<file path="config.mk">
export PLATFORM = sky130hd
export DESIGN_NAME = blink_scheduler
export DESIGN_NICKNAME = d
export VERILOG_FILES = /design/src/rtl/blink_scheduler.sv
export SDC_FILE = /design/constraint.sdc
export NUM_CORES = 1
export LEC_CHECK = 0
export CAP_MARGIN = 25
export CORE_MARGIN = 3
export CORE_UTILIZATION = 50
export DETAILED_ROUTE_END_ITERATION = 6
export GPL_TIMING_DRIVEN = 0
export PLACE_DENSITY_LB_ADDON = 0.25
export SETUP_SLACK_MARGIN = 0.15
export SLEW_MARGIN = 10
export SYNTH_ARGS = -nofsm -noshare
export SYNTH_HDL_FRONTEND = slang
export SYNTH_SLANG_ARGS = --single-unit
</file>
<file path="constraint.sdc">
create_clock -name clk -period 3.2 [get_ports clk]
set_input_delay 0.64 -clock clk [delete_from_list [all_inputs] [get_ports clk]]
set_output_delay 0.64 -clock clk [all_outputs]
set_load 0.02 [all_outputs]
</file>
<file path="src/rtl/blink_scheduler.sv">
// Run-control front end for the lamp-blink path: IDLE/RUN sequencer, programmable divide-by-N tick,
// valid/ready divisor load. Optional macro PATTERN_EN selects a rotating lamp pattern instead of a toggle.
module blink_scheduler #(
    parameter int          DIV_W       = 27,
    parameter int unsigned DEFAULT_DIV = 50000000,
    parameter int          CNT_W       = 16
) (
    input  logic             clk,
    input  logic             rst,
    input  logic             cfg_valid,
    output logic             cfg_ready,
    input  logic [DIV_W-1:0] cfg_div,
    input  logic             start,
    input  logic             stop,
    output logic             busy,
    output logic             tick,
    output logic [CNT_W-1:0] tick_cnt,
    output logic [7:0]       ld
);

    localparam logic [0:0] IDLE = 1'b0;
    localparam logic [0:0] RUN  = 1'b1;

`ifdef PATTERN_EN
    localparam logic [7:0] LD_RST = 8'h01;
`else
    localparam logic [7:0] LD_RST = 8'h00;
`endif

    logic [0:0]       state_r;
    logic [0:0]       state_next_s;
    logic [DIV_W-1:0] div_r;
    logic [DIV_W-1:0] cnt_r;
    logic             tick_r;
    logic [CNT_W-1:0] tick_cnt_r;
    logic [7:0]       ld_r;
    logic             period_end_s;
    logic             tick_next_s;
    logic             cfg_xfer_s;

    function automatic logic [7:0] ld_step(input logic [7:0] cur);
`ifdef PATTERN_EN
        return {cur[6:0], cur[7]};
`else
        return {7'b0000000, ~cur[0]};
`endif
    endfunction

    // Next-state selection; stop has priority over start in every state
    always_comb begin
        state_next_s = state_r;
        case (state_r)
            IDLE: begin
                if (stop) begin
                    state_next_s = IDLE;
                end else if (start) begin
                    state_next_s = RUN;
                end else begin
                    state_next_s = IDLE;
                end
            end
            RUN: begin
                if (stop) begin
                    state_next_s = IDLE;
                end else begin
                    state_next_s = RUN;
                end
            end
            default: state_next_s = IDLE;
        endcase
    end

    assign period_end_s = (state_r == RUN) && (cnt_r == (div_r - {{(DIV_W-1){1'b0}}, 1'b1}));
    assign tick_next_s  = period_end_s && !stop;
    assign cfg_xfer_s   = cfg_valid && (state_r == IDLE);

    // FSM state and divisor capture; a zero divisor is clamped to 1
    always_ff @(posedge clk or posedge rst) begin
        if (rst) begin
            state_r <= IDLE;
            div_r   <= DIV_W'(DEFAULT_DIV);
        end else begin
            state_r <= state_next_s;
            if (cfg_xfer_s) begin
                div_r <= (cfg_div == {DIV_W{1'b0}}) ? {{(DIV_W-1){1'b0}}, 1'b1} : cfg_div;
            end
        end
    end

    // Period counter only advances while staying in RUN, so every fresh run starts from zero
    always_ff @(posedge clk or posedge rst) begin
        if (rst) begin
            cnt_r <= {DIV_W{1'b0}};
        end else if ((state_r == RUN) && (state_next_s == RUN)) begin
            if (period_end_s) begin
                cnt_r <= {DIV_W{1'b0}};
            end else begin
                cnt_r <= cnt_r + {{(DIV_W-1){1'b0}}, 1'b1};
            end
        end else begin
            cnt_r <= {DIV_W{1'b0}};
        end
    end

    // Tick pulse plus tick counter and lamps, all updated on the same edge
    always_ff @(posedge clk or posedge rst) begin
        if (rst) begin
            tick_r     <= 1'b0;
            tick_cnt_r <= {CNT_W{1'b0}};
            ld_r       <= LD_RST;
        end else begin
            tick_r <= tick_next_s;
            if (tick_next_s) begin
                tick_cnt_r <= tick_cnt_r + {{(CNT_W-1){1'b0}}, 1'b1};
                ld_r       <= ld_step(ld_r);
            end
        end
    end

    assign cfg_ready = (state_r == IDLE);
    assign busy      = (state_r == RUN);
    assign tick      = tick_r;
    assign tick_cnt  = tick_cnt_r;
    assign ld        = ld_r;

endmodule

</file>
==> flow_metrics.env, run 1 <==
export IMPL_finalHoldViolCount=0
export IMPL_placedCellCount=615
export IMPL_clk_path_buf_depth=2
export IMPL_cts_root_buf="sky130_fd_sc_hd__clkbuf_8"
export IMPL_fin_ws_ps=-130
export IMPL_tritoncts="done"
export IMPL_detailedPlace_worstSlack_ps=-905
export IMPL_synth_seq_cells=73
export IMPL_worst_ep_arrival_time_ps=3610
export IMPL_antenna_violating_nets_post_route=0
export IMPL_top_level_i_o_count=59
export IMPL_status="complete, but fails checks"
export IMPL_timing_critical_path_fanout_max=6
export IMPL_static_leakage_power_nw=2.36
export IMPL_syn2layout_area_growth_pct=33.6
export IMPL_path_common_cell="sky130_fd_sc_hd__buf_6"
export IMPL_cts_inserted_buffers=9
export IMPL_setup_worst_path_class="reg2reg"
export IMPL_min_period_over_period=1.04
export IMPL_buffer_ports_inserted=51
export IMPL_synth_flop_cell="sky130_fd_sc_hd__dfrtp_1"
export IMPL_critical_path_required_ps=3480
export IMPL_detailed_place_hpwl_um=7940
export IMPL_design_final_nets=582
export IMPL_core_area_um2=8420
export IMPL_synth_enable_flop_cells=0
export IMPL_slew_limit_headroom=0.538
export IMPL_antenna_found_initial=0
export IMPL_diodes=0
export IMPL_detail_route_drc_violations=0
export IMPL_first_pass_grt_wire_length_um=19000
export IMPL_grt_setup_unrepaired="yes"
export IMPL_grt_max_degree=53
export IMPL_setup_viol_count_final=44
export IMPL_effective_utilization_at_floorplan=0.526
export IMPL_detailroute_wirelength_met3_um=758
export IMPL_globalRouteTotalUtil=0.238
export IMPL_power_density_nw_per_um2=377
export IMPL_wl_per_cell_um=17.5
export IMPL_wirelength_um=11500
export IMPL_fin_util=0.702
export IMPL_layout_cells_non_filler=657
export IMPL_asyncSetResetFlopFracSynth=1.00
export IMPL_syn_mean_instance_area_um2=9.80
export IMPL_synth_largest_area_cell="sky130_fd_sc_hd__dfrtp_1"
export IMPL_worst_skew_pair_late_latency_ps=350
export IMPL_placementRows=33
export IMPL_timing_fmax_mhz=300
export IMPL_design_die_area_um2=10000
export IMPL_violations="negative setup slack"
export IMPL_dr_wl_met2_um=5720
export IMPL_horizontal_die_dimension_um=100
export IMPL_synth_yosys_warnings=0
export IMPL_drt_met1_wl_um=4740
export IMPL_topRoutingLayerUsed="met4"
export IMPL_max_slew_worst_pin_slew_ps=694
export IMPL_clk_pin_slew_ps=90
export IMPL_cts_max_level=3
export IMPL_synth_top_area_share=0.345
export IMPL_maxCapViolations=0
export IMPL_crit_chain="buf_6 -> or4_4 -> buf_8 -> buf_6 -> buf_12 -> nor2_4 -> o22ai_2 -> buf_4 -> a211o_1 -> a2111oi_4 -> nand4_1 -> buf_6 -> buf_8 -> nor2_2 -> xor2_1"
export IMPL_dr_pass1_iters=5
export IMPL_chipHeight_um=100
export IMPL_drt_iter0_markers=209
export IMPL_timing_final_max_slew_violations=0
export IMPL_gp_congestion=0.925
export IMPL_synth_area_leaders="sky130_fd_sc_hd__dfrtp_1, sky130_fd_sc_hd__dfstp_2, sky130_fd_sc_hd__xnor2_1"
export IMPL_ys_seq_area_frac=0.416
export IMPL_grt_overflow_total=0
export IMPL_vdd_ir_drop_worst_mv=0.304
export IMPL_setup_total_negative_slack_ps=-3790
export IMPL_finClkSkew_ps=14.8
export IMPL_via_per_inst=5.88
export IMPL_post_synth_instance_area_um2=4430
export IMPL_first_global_vias=3918
export IMPL_postCtsHoldBufs=0
export IMPL_worst_path_max_delay_cell="sky130_fd_sc_hd__or4_4"
export IMPL_post_route_cells_drive_above_1_share=0.283
export IMPL_min_period_ps=3330
export IMPL_hp_class="reg2reg"
export IMPL_critPathMaxStageDelay_ps=530
export IMPL_post_synth_inst_count=452
export IMPL_type_of_element_launching_the_critical_path="register"
export IMPL_clock_sink_count=73
export IMPL_timing_critical_path_to_type="register"
export IMPL_synth_lib_cells_used_distinct=62
export IMPL_route_vias_total=3865
## state kept, by name (all words and copies together), names as in the netlist
name	flops
busy	1
ld	1
div_r	27
cnt_r	27
tick	1
tick_cnt	16
## critical path, delay by kind of cell, from the launching register on
family,cells,cell delay [ps]
buffers and inverters,7,1000
xor gates and xnor gates,1,170
and+or+nand+nor,4,970
DFF,1,380
AOI/OAI and AO/OA,3,730
## through the flow
step / cell area [um^2] / total power (W) / hold slack, ps
3_3_place_gp: 5100 / 0.00146 / 456
5_1_grt: 5920 / 0.00233 / 506
3_5_place_dp: 5130 / 0.00147 / 461
4_1_cts: 5810 / 0.00222 / 469
2_1_floorplan: 4460 / 0.00134 / 502
6_report: 5920 / 0.00223 / 468
## placed cells by master, fill, tap and decap left out, drive strengths merged, types with 7 or more instances in the layout
cell type,Yosys,final
xnor2,36,36
nor2,55,55
clkbuf,14,26
inv,11,12
xor2,35,35
nand4,18,18
nand2,23,23
mux2,26,26
buf,12,37
dfstp,12,12
or4,8,8
clkdlybuf4s50,0,51
dfrtp,61,61
nand3,20,20
nor4,24,24
o21ai,8,8
and3,7,7
nor3,14,14
conb,1,7
## Yosys cell counts, types with 6 or more instances
cell / number
sky130_fd_sc_hd__nand4_1: 17
sky130_fd_sc_hd__nand3_1: 20
sky130_fd_sc_hd__xor2_1: 35
sky130_fd_sc_hd__dfrtp_1: 61
sky130_fd_sc_hd__inv_1: 11
sky130_fd_sc_hd__mux2_2: 25
sky130_fd_sc_hd__nand2_1: 22
sky130_fd_sc_hd__or4_1: 6
sky130_fd_sc_hd__nor3_1: 11
sky130_fd_sc_hd__buf_4: 7
sky130_fd_sc_hd__nor2_1: 55
sky130_fd_sc_hd__nor4_1: 22
sky130_fd_sc_hd__dfstp_2: 12
sky130_fd_sc_hd__and3_1: 7
sky130_fd_sc_hd__xnor2_1: 36
sky130_fd_sc_hd__o21ai_0: 8
sky130_fd_sc_hd__clkbuf_1: 14
## logic make-up after synthesis
| kind of cell | Yosys count | synth area share |
|---|---|---|
| AOI/OAI and AO/OA | 37 | 0.0630 |
| xor gates and xnor gates | 71 | 0.140 |
| adders and majority gates | 3 | 0.00848 |
| buffers and inverters | 37 | 0.0412 |
| DFF | 73 | 0.416 |
| muxes | 26 | 0.0661 |
| other | 1 | 0.000847 |
| and+or+nand+nor | 204 | 0.264 |
## final timing paths
kind | from | to | slack (ps) | depth (start not counted)
worst max-delay path | div_r[3] | tick_cnt[3] | -130 | 15
worst min-delay path | tick_cnt[15] | tick_cnt[15] | 470 | 1
worst max register to register | div_r[3] | tick_cnt[3] | -130 | 15
worst min register to register | tick_cnt[15] | tick_cnt[15] | 470 | 1
max in group asynchronous | rst | div_r[14] | 2000 | 3
min in group asynchronous | rst | cnt_r[6] | 590 | 2
## report_power, final
group | internal [W] | switching, W
Clock | 0.000304 | 0.000361
Sequential | 0.000993 | 0.0000875
Combinational | 0.000250 | 0.000233
Total | 0.00155 | 0.000682
## routing by layer
metal / GRT usage / vias up
li1: - / 1814
met1: 0.303 / 1877
met2: 0.401 / 143
met3: 0.0493 / 31
met4: 0.0891 / 0
met5: 0 / -
## repair_timing
item	4_1_cts	5_1_grt
endpoints found under the setup margin	45	45
gates resized for setup	78	11
buffers inserted	19	5
pin swaps	52	8
gates cloned	2	0
## layout make-up
class | instances | area (um^2)
multi-input combinational | 348 | 2740
fill | 644 | 2510
sequential | 73 | 1840
timing repair buffer | 78 | 785
buffer | 26 | 193
clock buffer | 10 | 138
tap | 105 | 131
inverter | 11 | 43.8
clock inverter | 6 | 42.5
Power figures use the tool's default switching activity.
==> run 2, diff against run 1 <==
--- a/config.mk
+++ b/config.mk
@@ -9,10 +9,10 @@
 export CORE_MARGIN = 3
 export CORE_UTILIZATION = 50
 export DETAILED_ROUTE_END_ITERATION = 6
-export GPL_TIMING_DRIVEN = 0
 export PLACE_DENSITY_LB_ADDON = 0.25
 export SETUP_SLACK_MARGIN = 0.15
 export SLEW_MARGIN = 10
 export SYNTH_ARGS = -nofsm -noshare
 export SYNTH_HDL_FRONTEND = slang
 export SYNTH_SLANG_ARGS = --single-unit
+export TNS_END_PERCENT = 50
==> run 2 against run 1 <==
  * Die area unchanged
  * Clock skew decreased by 5.0 ps
  * Cell count increased by 0.61%
  * Sequential share of layout area decreased by 0.41 points
  * Largest cell class unchanged
  * Register-to-register slack improved by 170 ps
  * Combinational power increased by 11%
  * Sequential power about the same
  * The run now ends clean
  * Routed wire length increased by 2.6%
  * Fmax increased by 5.4%
  * Cell area increased by 1.5%
  * Critical path depth decreased by 1
  * Critical endpoint is now tick_cnt[5]
==> flow_metrics.env, run 2 (same netlist as run 1, synthesis figures left out) <==
export IMPL_cts_root_buf="sky130_fd_sc_hd__clkbuf_8"
export IMPL_crit_chain="buf_6 -> buf_4 -> nor4_4 -> buf_4 -> nand2_8 -> clkbuf_2 -> nor4_1 -> a2111oi_4 -> a221oi_1 -> nand4_1 -> buf_6 -> buf_12 -> nor3_4 -> xor2_1"
export IMPL_min_delay_start="ld[0]"
export IMPL_timing_critical_path_to_type="register"
export IMPL_syn2layout_area_growth_pct=35.6
export IMPL_clk_pin_slew_ps=80
export IMPL_chipHeight_um=100
export IMPL_diodes=0
export IMPL_core_area_um2=8420
export IMPL_antenna_violating_nets_post_route=0
export IMPL_finalHoldViolCount=0
export IMPL_power_w=0.00243
export IMPL_setup_total_negative_slack_ps=0
export IMPL_hp_class="reg2reg"
export IMPL_route_vias_total=3934
export IMPL_power_density_nw_per_um2=405
export IMPL_cts_inserted_buffers=9
export IMPL_topRoutingLayerUsed="met4"
export IMPL_via_per_inst=5.95
export IMPL_finClkSkew_ps=9.82
export IMPL_detailroute_wirelength_met3_um=665
export IMPL_timing_critical_path_buf_inv=6
export IMPL_placementRows=33
export IMPL_commonest_non_fill_non_tap_cell_in_the_layout="sky130_fd_sc_hd__dfrtp_1"
export IMPL_antenna_found_initial=0
export IMPL_design_final_nets=586
export IMPL_max_slew_worst_pin_slew_ps=662
export IMPL_gp_congestion=0.906
export IMPL_setup_viol_count_final=0
export IMPL_critPathMaxStageDelay_ps=530
export IMPL_timing_final_max_slew_violations=0
export IMPL_path_delay_family="simple AND/OR/NAND/NOR gates"
export IMPL_wirelength_um=11800
export IMPL_design_die_area_um2=10000
export IMPL_maxCapViolations=0
export IMPL_static_leakage_power_nw=2.44
export IMPL_min_period_ps=3160
export IMPL_dr_wl_met2_um=5820
export IMPL_clock_sink_count=73
export IMPL_slew_limit_headroom=0.555
export IMPL_placedCellCount=618
export IMPL_worst_ep_arrival_time_ps=3450
export IMPL_worst_path_max_delay_cell="sky130_fd_sc_hd__nor4_1"
export IMPL_detail_route_drc_violations=0
export IMPL_top_level_i_o_count=59
export IMPL_grt_overflow_total=0
export IMPL_globalRouteTotalUtil=0.225
export IMPL_detailed_place_hpwl_um=8010
export IMPL_cts_max_level=3
export IMPL_fin_ws_ps=39.9
export IMPL_timing_fmax_mhz=316
export IMPL_worst_skew_pair_late_latency_ps=360
export IMPL_drt_iter0_markers=279
export IMPL_vdd_ir_drop_worst_mv=0.329
export IMPL_status="completed"
export IMPL_first_pass_grt_wire_length_um=18000
export IMPL_tritoncts="done"
export IMPL_drt_met1_wl_um=4960
export IMPL_timing_critical_path_fanout_max=6
export IMPL_min_period_over_period=0.988
export IMPL_dr_pass1_iters=5
export IMPL_type_of_element_launching_the_critical_path="register"
export IMPL_clk_path_buf_depth=2
export IMPL_grt_max_degree=30
export IMPL_post_route_cells_drive_above_1_share=0.297
export IMPL_wl_per_cell_um=17.9
export IMPL_setup_worst_path_class="reg2reg"
export IMPL_buffer_ports_inserted=51
export IMPL_effective_utilization_at_floorplan=0.526
export IMPL_layout_cells_non_filler=661
export IMPL_layout_cells_most_common_list="sky130_fd_sc_hd__dfrtp_1, sky130_fd_sc_hd__clkdlybuf4s50_1, sky130_fd_sc_hd__nor2_1"
export IMPL_setup_worst_path_start="div_r[2]"
export IMPL_first_global_vias=3639
export IMPL_worst_r2r_setup_slack_ps=40
export IMPL_critical_path_required_ps=3490
export IMPL_horizontal_die_dimension_um=100
export IMPL_placedInstanceArea_um2=5200
export IMPL_detailedPlace_worstSlack_ps=-17.7
export IMPL_post_route_cell_area_um2=6000
export IMPL_reg2reg_from="div_r[2]"
export IMPL_grt_setup_unrepaired="yes"
==> run 2: where the power goes <==
part,switching [W],total [W],internal [W]
clock,0.000342,0.000820,0.000479
sequential,0.0000821,0.00108,0.000994
combinational,0.000258,0.000537,0.000279
total,0.000682,0.00243,0.00175
==> run 2: worst reg2reg max path, stage by stage (launching register included) <==
cell	delay (ps)
sky130_fd_sc_hd__dfrtp_1	430
sky130_fd_sc_hd__buf_6	140
sky130_fd_sc_hd__buf_4	130
sky130_fd_sc_hd__nor4_4	330
sky130_fd_sc_hd__buf_4	200
sky130_fd_sc_hd__nand2_8	60
sky130_fd_sc_hd__clkbuf_2	150
sky130_fd_sc_hd__nor4_1	530
sky130_fd_sc_hd__a2111oi_4	80
sky130_fd_sc_hd__a221oi_1	290
sky130_fd_sc_hd__nand4_1	150
sky130_fd_sc_hd__buf_6	170
sky130_fd_sc_hd__buf_12	130
sky130_fd_sc_hd__nor3_4	150
sky130_fd_sc_hd__xor2_1	150
==> run 2: timing repair <==
action / in CTS / in global routing
endpoints found under the setup margin: 42 / 44
setup buffers: 4 / 21
hold buffers: 0 / 0
gates resized for setup: 11 / 47
pin swaps: 4 / 26
gates cloned: 0 / 2
==> run 2: worst paths after layout <==
check | endpoint | cells past startpoint
min in group asynchronous | tick_cnt[13] | 2
max reg2reg | tick_cnt[5] | 14
max | tick_cnt[5] | 14
max in group asynchronous | div_r[17] | 3
min | ld[0] | 1
min reg2reg | ld[0] | 1
==> run 2: cell type report <==
cell class,count,area (um^2)
Clock inverter,5,77.6
Inverter,11,41.3
Multi-Input combinational cell,348,2730
Sequential cell,73,1850
Clock buffer,11,151
Fill cell,601,2420
Tap cell,105,131
Timing Repair Buffer,108,1020
==> run 2: per-stage QoR <==
| stage | hold slack, ps | util |
|---|---|---|
| floorplan | 502 | - |
| global placement | 461 | 0.618 |
| detailed placement | 471 | 0.618 |
| CTS | 484 | 0.655 |
| global route | 504 | 0.713 |
| finish | 485 | 0.713 |
==> run 2: metal layers <==
layer	up-vias	GRT usage
met1	1948	0.286
met4	0	0.0912
met5	-	0
met2	133	0.371
li1	1819	-
met3	34	0.0528
